### src/rtl/bit_writer_arbiter.sv
// bit_writer_arbiter: round-robin arbiter sharing one set_bit packer among NUM_REQ requesters.
// Optional BIT_ARB_SIZE_CHECK_EN drops oversize writes and raises a sticky size_error.
module bit_writer_arbiter #(
  parameter int NUM_REQ  = 2,
  parameter int MAX_BITS = 56
) (
  input  logic                   clock,
  input  logic                   reset_n,
  input  logic [NUM_REQ-1:0]     req_valid,
  input  logic [64*NUM_REQ-1:0]  req_val,
  input  logic [7*NUM_REQ-1:0]   req_size,
  input  logic [NUM_REQ-1:0]     req_last,
  output logic [NUM_REQ-1:0]     req_ready,
  output logic                   enable,
  output logic [63:0]            val,
  output logic [63:0]            size_of_bit,
  output logic                   flush_bit,
  output logic [2:0]             grant_id,
  output logic                   busy,
  output logic                   size_error
);
  typedef enum logic [1:0] {IDLE, GRANT, DRAIN, FLUSH} state_t;
  state_t state, state_nx;
  logic [2:0] last_owner, win_hi, win_lo, winner;
  logic any_hi, accept, fwd, oversize, cur_last;
  logic [63:0] cur_val;
  logic [6:0] cur_size;
  // Lowest valid index above the last owner wins, else lowest at or below it.
  always_comb begin
    win_hi = '0;
    win_lo = '0;
    any_hi = 1'b0;
    for (int i = NUM_REQ - 1; i >= 0; i--) begin
      if (req_valid[i] && 3'(i) > last_owner) begin
        win_hi = 3'(i);
        any_hi = 1'b1;
      end
      if (req_valid[i] && 3'(i) <= last_owner) win_lo = 3'(i);
    end
    winner = any_hi ? win_hi : win_lo;
  end
  always_comb begin
    cur_val   = '0;
    cur_size  = '0;
    cur_last  = 1'b0;
    req_ready = '0;
    for (int i = 0; i < NUM_REQ; i++) begin
      if (grant_id == 3'(i)) begin
        cur_val      = req_val[64*i +: 64];
        cur_size     = req_size[7*i +: 7];
        cur_last     = req_last[i];
        req_ready[i] = (state == GRANT);
      end
    end
  end
  assign accept = |(req_valid & req_ready);
  assign fwd    = accept && !oversize;
  assign busy   = (state != IDLE);
  always_comb begin
    state_nx = state == IDLE  ? (|req_valid ? GRANT : IDLE) :
               state == GRANT ? (accept && cur_last ? DRAIN : GRANT) :
               state == DRAIN ? FLUSH : IDLE;
  end
  always_ff @(posedge clock or negedge reset_n) begin
    if (!reset_n) begin
      state       <= IDLE;
      last_owner  <= 3'(NUM_REQ - 1);
      grant_id    <= '0;
      enable      <= 1'b0;
      val         <= '0;
      size_of_bit <= '0;
      flush_bit   <= 1'b0;
    end else begin
      state       <= state_nx;
      enable      <= fwd;
      val         <= fwd ? cur_val : '0;
      size_of_bit <= fwd ? {57'b0, cur_size} : '0;
      flush_bit   <= (state == DRAIN);
      if (state == IDLE && |req_valid) grant_id <= winner;
      if (state == FLUSH) last_owner <= grant_id;
    end
  end
`ifdef BIT_ARB_SIZE_CHECK_EN
  assign oversize = cur_size > 7'(MAX_BITS);
  always_ff @(posedge clock or negedge reset_n) begin
    if (!reset_n) size_error <= 1'b0;
    else if (accept && oversize) size_error <= 1'b1;
  end
`else
  assign oversize   = 1'b0;
  assign size_error = 1'b0;
`endif
endmodule

### config.mk
export PLATFORM = sky130hd
export DESIGN_NAME = bit_writer_arbiter
export DESIGN_NICKNAME = d
export VERILOG_FILES = /design/src/rtl/bit_writer_arbiter.sv
export SDC_FILE = /design/constraint.sdc
export NUM_CORES = 1
export LEC_CHECK = 0
export CORE_ASPECT_RATIO = 0.5
export CORE_MARGIN = 10
export CORE_UTILIZATION = 25
export CTS_CLUSTER_SIZE = 8
export DETAILED_ROUTE_END_ITERATION = 6
export PLACE_DENSITY = 0.77
export SETUP_SLACK_MARGIN = 0.1
export SYNTH_ARGS = -nofsm -noshare
export SYNTH_HDL_FRONTEND = slang
export SYNTH_SLANG_ARGS = --single-unit
### constraint.sdc
create_clock -name clock -period 1.25 [get_ports clock]
set_input_delay 0.3125 -clock clock [delete_from_list [all_inputs] [get_ports clock]]
set_output_delay 0.3125 -clock clock [all_outputs]
set_load 0.005 [all_outputs]
Yosys cells after proc, flatten, opt, wreduce, memory -nomap -nowiden
Cells that the tools add are included.
{"block": "totals", "in_bits": 148, "elab_cells": 49, "regBits": 81, "out_inout_bits": 137}
{"block": "classes", "n_reduce_logical": 11, "bitwise": 1, "n_eq_ne": 4, "muxes": 22, "order_cmp": 4}
{"cell": "$mux W64", "count": 3}
{"cell": "$mux W7", "count": 3}
{"cell": "$mux W1", "count": 11}
{"cell": "$mux W2", "count": 4}
{"cell": "$gt A1 B3 Y1 const A", "count": 2}
{"cell": "$le A1 B3 Y1 const A", "count": 2}
{"cell": "$logic_and A1 B1 Y1", "count": 6}
{"cell": "$eq A2 B2 Y1 const B", "count": 2}
{"cell": "$reduce_or A2 Y1", "count": 2}
{"cell": "$eq A3 B1 Y1 const B", "count": 1}
{"cell": "$logic_not A3 Y1", "count": 1}
{"cell": "$mux W3", "count": 1}
{"cell": "$and A2 B2 Y2", "count": 1}
{"cell": "$eq A2 B1 Y1 const B", "count": 1}
{"cell": "$logic_not A2 Y1", "count": 1}
{"cell": "$reduce_bool A2 Y1", "count": 1}

Logic depth before layout (Yosys ltp)
{"block": "logic_depth", "word_depth": 8, "depth_mapped": 6, "depth_no_buf": 3}

Worst setup path before layout
Ideal clock, no wire load.
{"block": "synth_timing", "kind": "register to register", "startpoint": "register grant_id[0]", "endpoint": "register val[32]", "period_less_slack_ns": 1.275, "arrival_time_ns": 1.156, "path_buffers": 3, "setup_ns": 0.119, "stages_incl_launch_ff": 6, "slack_ns": -0.025, "required_ns": 1.131, "path_cell_list": "dfrtp_1 buf_2 buf_4 buf_2 mux2i_1 nor2_1"}
{"block": "synth_between", "elab_chain_len": 5, "word_cells_on_any_way": 9, "classes_between": "eq/ne: 1; mux: 5; bitwise: 1; reduce/logical: 2"}
{"item": "from (decl)", "line_no": "18", "text": "output logic [2:0] grant_id,"}
{"item": "from (signal assigned)", "line_no": "79", "text": "if (state == IDLE && |req_valid) grant_id <= winner;"}
{"item": "$eq A3 B1 Y1 or $logic_not A3 Y1 (tied branches)", "line_no": "48", "text": "if (grant_id == 3'(i)) begin"}
{"item": "$mux W1", "line_no": "48"}
{"item": "$and A2 B2 Y2", "line_no": "56", "text": "assign accept = |(req_valid & req_ready);"}
{"item": "$reduce_or A2 Y1", "line_no": "56"}
{"item": "$mux W64 (*)", "line_no": "76", "text": "val <= fwd ? cur_val : '0;"}
{"item": "to (signal assigned)", "line_no": "76"}
{"item": "to (decl)", "line_no": "15", "text": "output logic [63:0] val,"}
Mark *: on every way between the ends. The rest lies on a longest branch, timed or not.
A chain may end at the register's enable or synchronous reset.

Worst setup path after layout
{"block": "layout_timing", "startpoint": "register grant_id[0]", "endpoint": "register val[10]"}
Same word-level chain as after synthesis.

==> impl_metrics.env <==
export IMPL_grt_pass1_wl_microns=19700
export IMPL_io_buffers=224
export IMPL_track_usage_pct=12.8
export IMPL_slew_violations=0
export IMPL_fill_cells=1282
export IMPL_ctsRootBufferMaster="clkbuf_16"
export IMPL_antenna_found_initial=0
export IMPL_clk_path_buf_depth=2
export IMPL_worstSetupEndpointType="register"
export IMPL_htreeDepth=3
export IMPL_holdWs_ns=0.422
export IMPL_ant_nets=0
export IMPL_regArea_sq_mm=0.00193
export IMPL_vias_per_cell=3.94
export IMPL_crit_slowest_cell="dfrtp_4"
export IMPL_dp_hpwl_microns=10600
export IMPL_p_leak_nw=3.20
export IMPL_yosys_area_top_type_share_pct=52.6
export IMPL_placementRows=30
export IMPL_synth_area_sq_mm=0.00362
export IMPL_die_h_microns=105
export IMPL_rr_startpoint="grant_id[0]$_DFFE_PN0P_"
export IMPL_violations="setup timing"
export IMPL_final_area_sq_mm=0.00618
export IMPL_synth_area_top_cells="dfrtp_1 53%, mux2i_1 20%, buf_4 13%"
export IMPL_gp_congestion=0.829
export IMPL_p_comb_share_pct=47.5
export IMPL_dieArea_sq_mm=0.0200
export IMPL_antenna_cells=0
export IMPL_yosys_warnings=0
export IMPL_status="finished with violations"
export IMPL_syn_avg_cell_area_sq_um=11.3
export IMPL_synthCells=320
export IMPL_clkPwrFrac_pct=22.9
export IMPL_dpl_cell_area_sq_mm=0.00593
export IMPL_yosysTopAreaCell="dfrtp_1"
export IMPL_power_density_mw_per_mm2=1920
export IMPL_max_freq_mhz=693
export IMPL_vias=2987
export IMPL_p_int_mw=7.96
export IMPL_arrival_ns=1.70
export IMPL_core_area_sq_mm=0.0139
export IMPL_cts_inserted_buffers=9
export IMPL_power_switching_share_pct=33.0
export IMPL_grt_max_degree=35
export IMPL_finalCritPeriodShare_pct=115
export IMPL_worstPathCellList="buf_6, mux2i_1, or2_4, buf_12, nor2_1"
export IMPL_cpPeakStageDelay_ns=0.52
export IMPL_hold_class="primary input to async pin"
export IMPL_ios=285
export IMPL_synth_seq_cells=77
export IMPL_crit_fanout=34
export IMPL_drc_errors=0
export IMPL_firstDrtPassIters=4
export IMPL_cp_start_kind="register"
export IMPL_rrSetupSlack_ns=-0.19
export IMPL_drive_above_1_share_pct=26.1
export IMPL_clk_transition_reported_paths_ns=0.06
export IMPL_finalClockSkew_ns=0.00699
export IMPL_setup_viol=77
export IMPL_timing_final_ws_setup_ns=-0.192
export IMPL_cts_tree="yes"
export IMPL_ys_types=20
export IMPL_finalHoldViolCount=0
export IMPL_ir_drop_v=0.00107
export IMPL_reg2reg_depth=5
export IMPL_syn_to_final_growth_pct=70.9
export IMPL_die_x_microns=190
export IMPL_drv_cap=0
export IMPL_nets=709
export IMPL_clk_latency_ns=0.33
export IMPL_multi_input_area_sq_mm=0.00145
export IMPL_power_switching_mw=3.92
export IMPL_drt_total_wl_microns=13300
export IMPL_grt_pass1_vias=3435
export IMPL_start_util_pct=26.1
export IMPL_cts_sinks=77
export IMPL_worstSetupPathType="register to register"
export IMPL_drt_iter0_drc=77
export IMPL_required_ns=1.50
export IMPL_post_route_min_period_ns=1.44
export IMPL_cp_startpoint="grant_id[0]$_DFFE_PN0P_"
export IMPL_rsz0062_at_grt="yes"
export IMPL_pwr_share_seq_pct=29.6
export IMPL_grt_overflow=0
export IMPL_wl_per_cell_microns=17.6
export IMPL_ys_seq_area_share_pct=53.3
==> logic make-up (layout without fill, tap and decap cells) <==
kind of cell	Yosys count	count (layout)	synth area share [%]
AO/OA/AOI/OAI	6	6	0.969
other	1	60	0.104
AND/OR/NAND/NOR	83	83	8.96
multiplexers	73	73	20.2
flip-flops	77	77	53.3
buffers and inverters	80	267	16.5
==> routing by layer <==
layer / vias up / GRT usage, % / share of wire [%]
met5: - / 0 / 0
met4: 0 / 3.49 / 1.6
met3: 14 / 3.32 / 4.3
met2: 104 / 26.5 / 60
met1: 1465 / 11.9 / 34
li1: 1404 / - / -
==> final cells by class <==
type / count / area share (%)
Timing Repair Buffer: 248 / 36.2
Sequential cell: 77 / 31.3
Multi-Input combinational cell: 222 / 23.4
Tap cell: 192 / 3.89
Clock buffer: 10 / 3.70
Clock inverter: 6 / 1.42
Inverter: 3 / 0.182
==> state kept, by name, summed over array words and instances (netlist names), named ones only <==
signal / flops
size_of_bit: 7
enable: 1
flush_bit: 1
val: 64
grant_id: 1
state: 1
last_owner: 1
==> metrics by stage <==
step           setup WS [ns]  std cells  utilization [%]  power [mW]  setup TNS [ns]
2_1_floorplan         0.0126        379                -        6.20               0
3_3_place_gp          -0.375        733             42.8        8.82          -27.03
3_5_place_dp          -0.427        733             42.8        8.92          -28.76
4_1_cts               -0.200        758             44.2        11.9          -10.92
5_1_grt               -0.245        758             44.6        12.6          -16.16
6_report              -0.192        758             44.6        11.9          -11.74
==> Yosys cell counts, drive strengths merged <==
cell / count
a21oi: 1
o21bai: 1
dfrtp: 76
nor3: 1
buf: 77
inv: 3
nor2: 74
nand2b: 2
o21ai: 2
or2: 1
mux2i: 73
dfstp: 1
nand3: 1
conb: 1
o22ai: 1
nand2: 3
nor2b: 1
a31oi: 1
==> cells in the final DEF (no fill, tap or decap), drive strengths merged <==
| cell type | count |
|---|---|
| clkbuf | 10 |
| nand2b | 2 |
| nor2 | 74 |
| nand2 | 3 |
| nand3 | 1 |
| dlygate4sd3 | 1 |
| nor3 | 1 |
| or2 | 1 |
| clkdlybuf4s50 | 146 |
| buf | 101 |
| inv | 3 |
| a31oi | 1 |
| a21oi | 1 |
| clkinv | 4 |
| conb | 60 |
| o21ai | 2 |
| o21bai | 1 |
| mux2i | 73 |
| dfstp | 1 |
| dfrtp | 76 |
| nor2b | 1 |
| o22ai | 1 |
| bufinv | 2 |
==> critical path, delay by kind of cell (launching register included) <==
kind / cells / cell delay, ns
buf+inv: 2 / 0.33
mux: 1 / 0.10
simple gates: 2 / 0.40
flops: 1 / 0.52
==> power groups by stage <==
stage	clock network (mW)	logic [mW]	registers, mW
4_1_cts	2.78	5.58	3.52
5_1_grt	2.92	6.09	3.59
3_5_place_dp	0	5.36	3.56
2_1_floorplan	0	2.58	3.62
6_report	2.72	5.64	3.52
3_3_place_gp	0	5.29	3.53
==> repair_timing <==
| action | CTS | global route |
|---|---|---|
| buffers inserted | 4 | 0 |
| hold buffers | 1 | 0 |
| gates resized for setup | 342 | 19 |
| setup endpoints to repair | 150 | 138 |
| hold endpoints to repair | 17 | 0 |
| gates cloned | 4 | 0 |
| pin swaps | 12 | 0 |
==> final timing paths <==
kind                                              to
setup reg to reg                   val[10]$_DFF_PN0_
hold reg to reg            last_owner[0]$_DFFE_PN1N_
hold / removal                     val[48]$_DFF_PN0_
max in group asynchronous  last_owner[0]$_DFFE_PN1N_
min in group clock         last_owner[0]$_DFFE_PN1N_
setup / recovery                   val[10]$_DFF_PN0_
No activity file was read; power rests on OpenSTA's default activity.
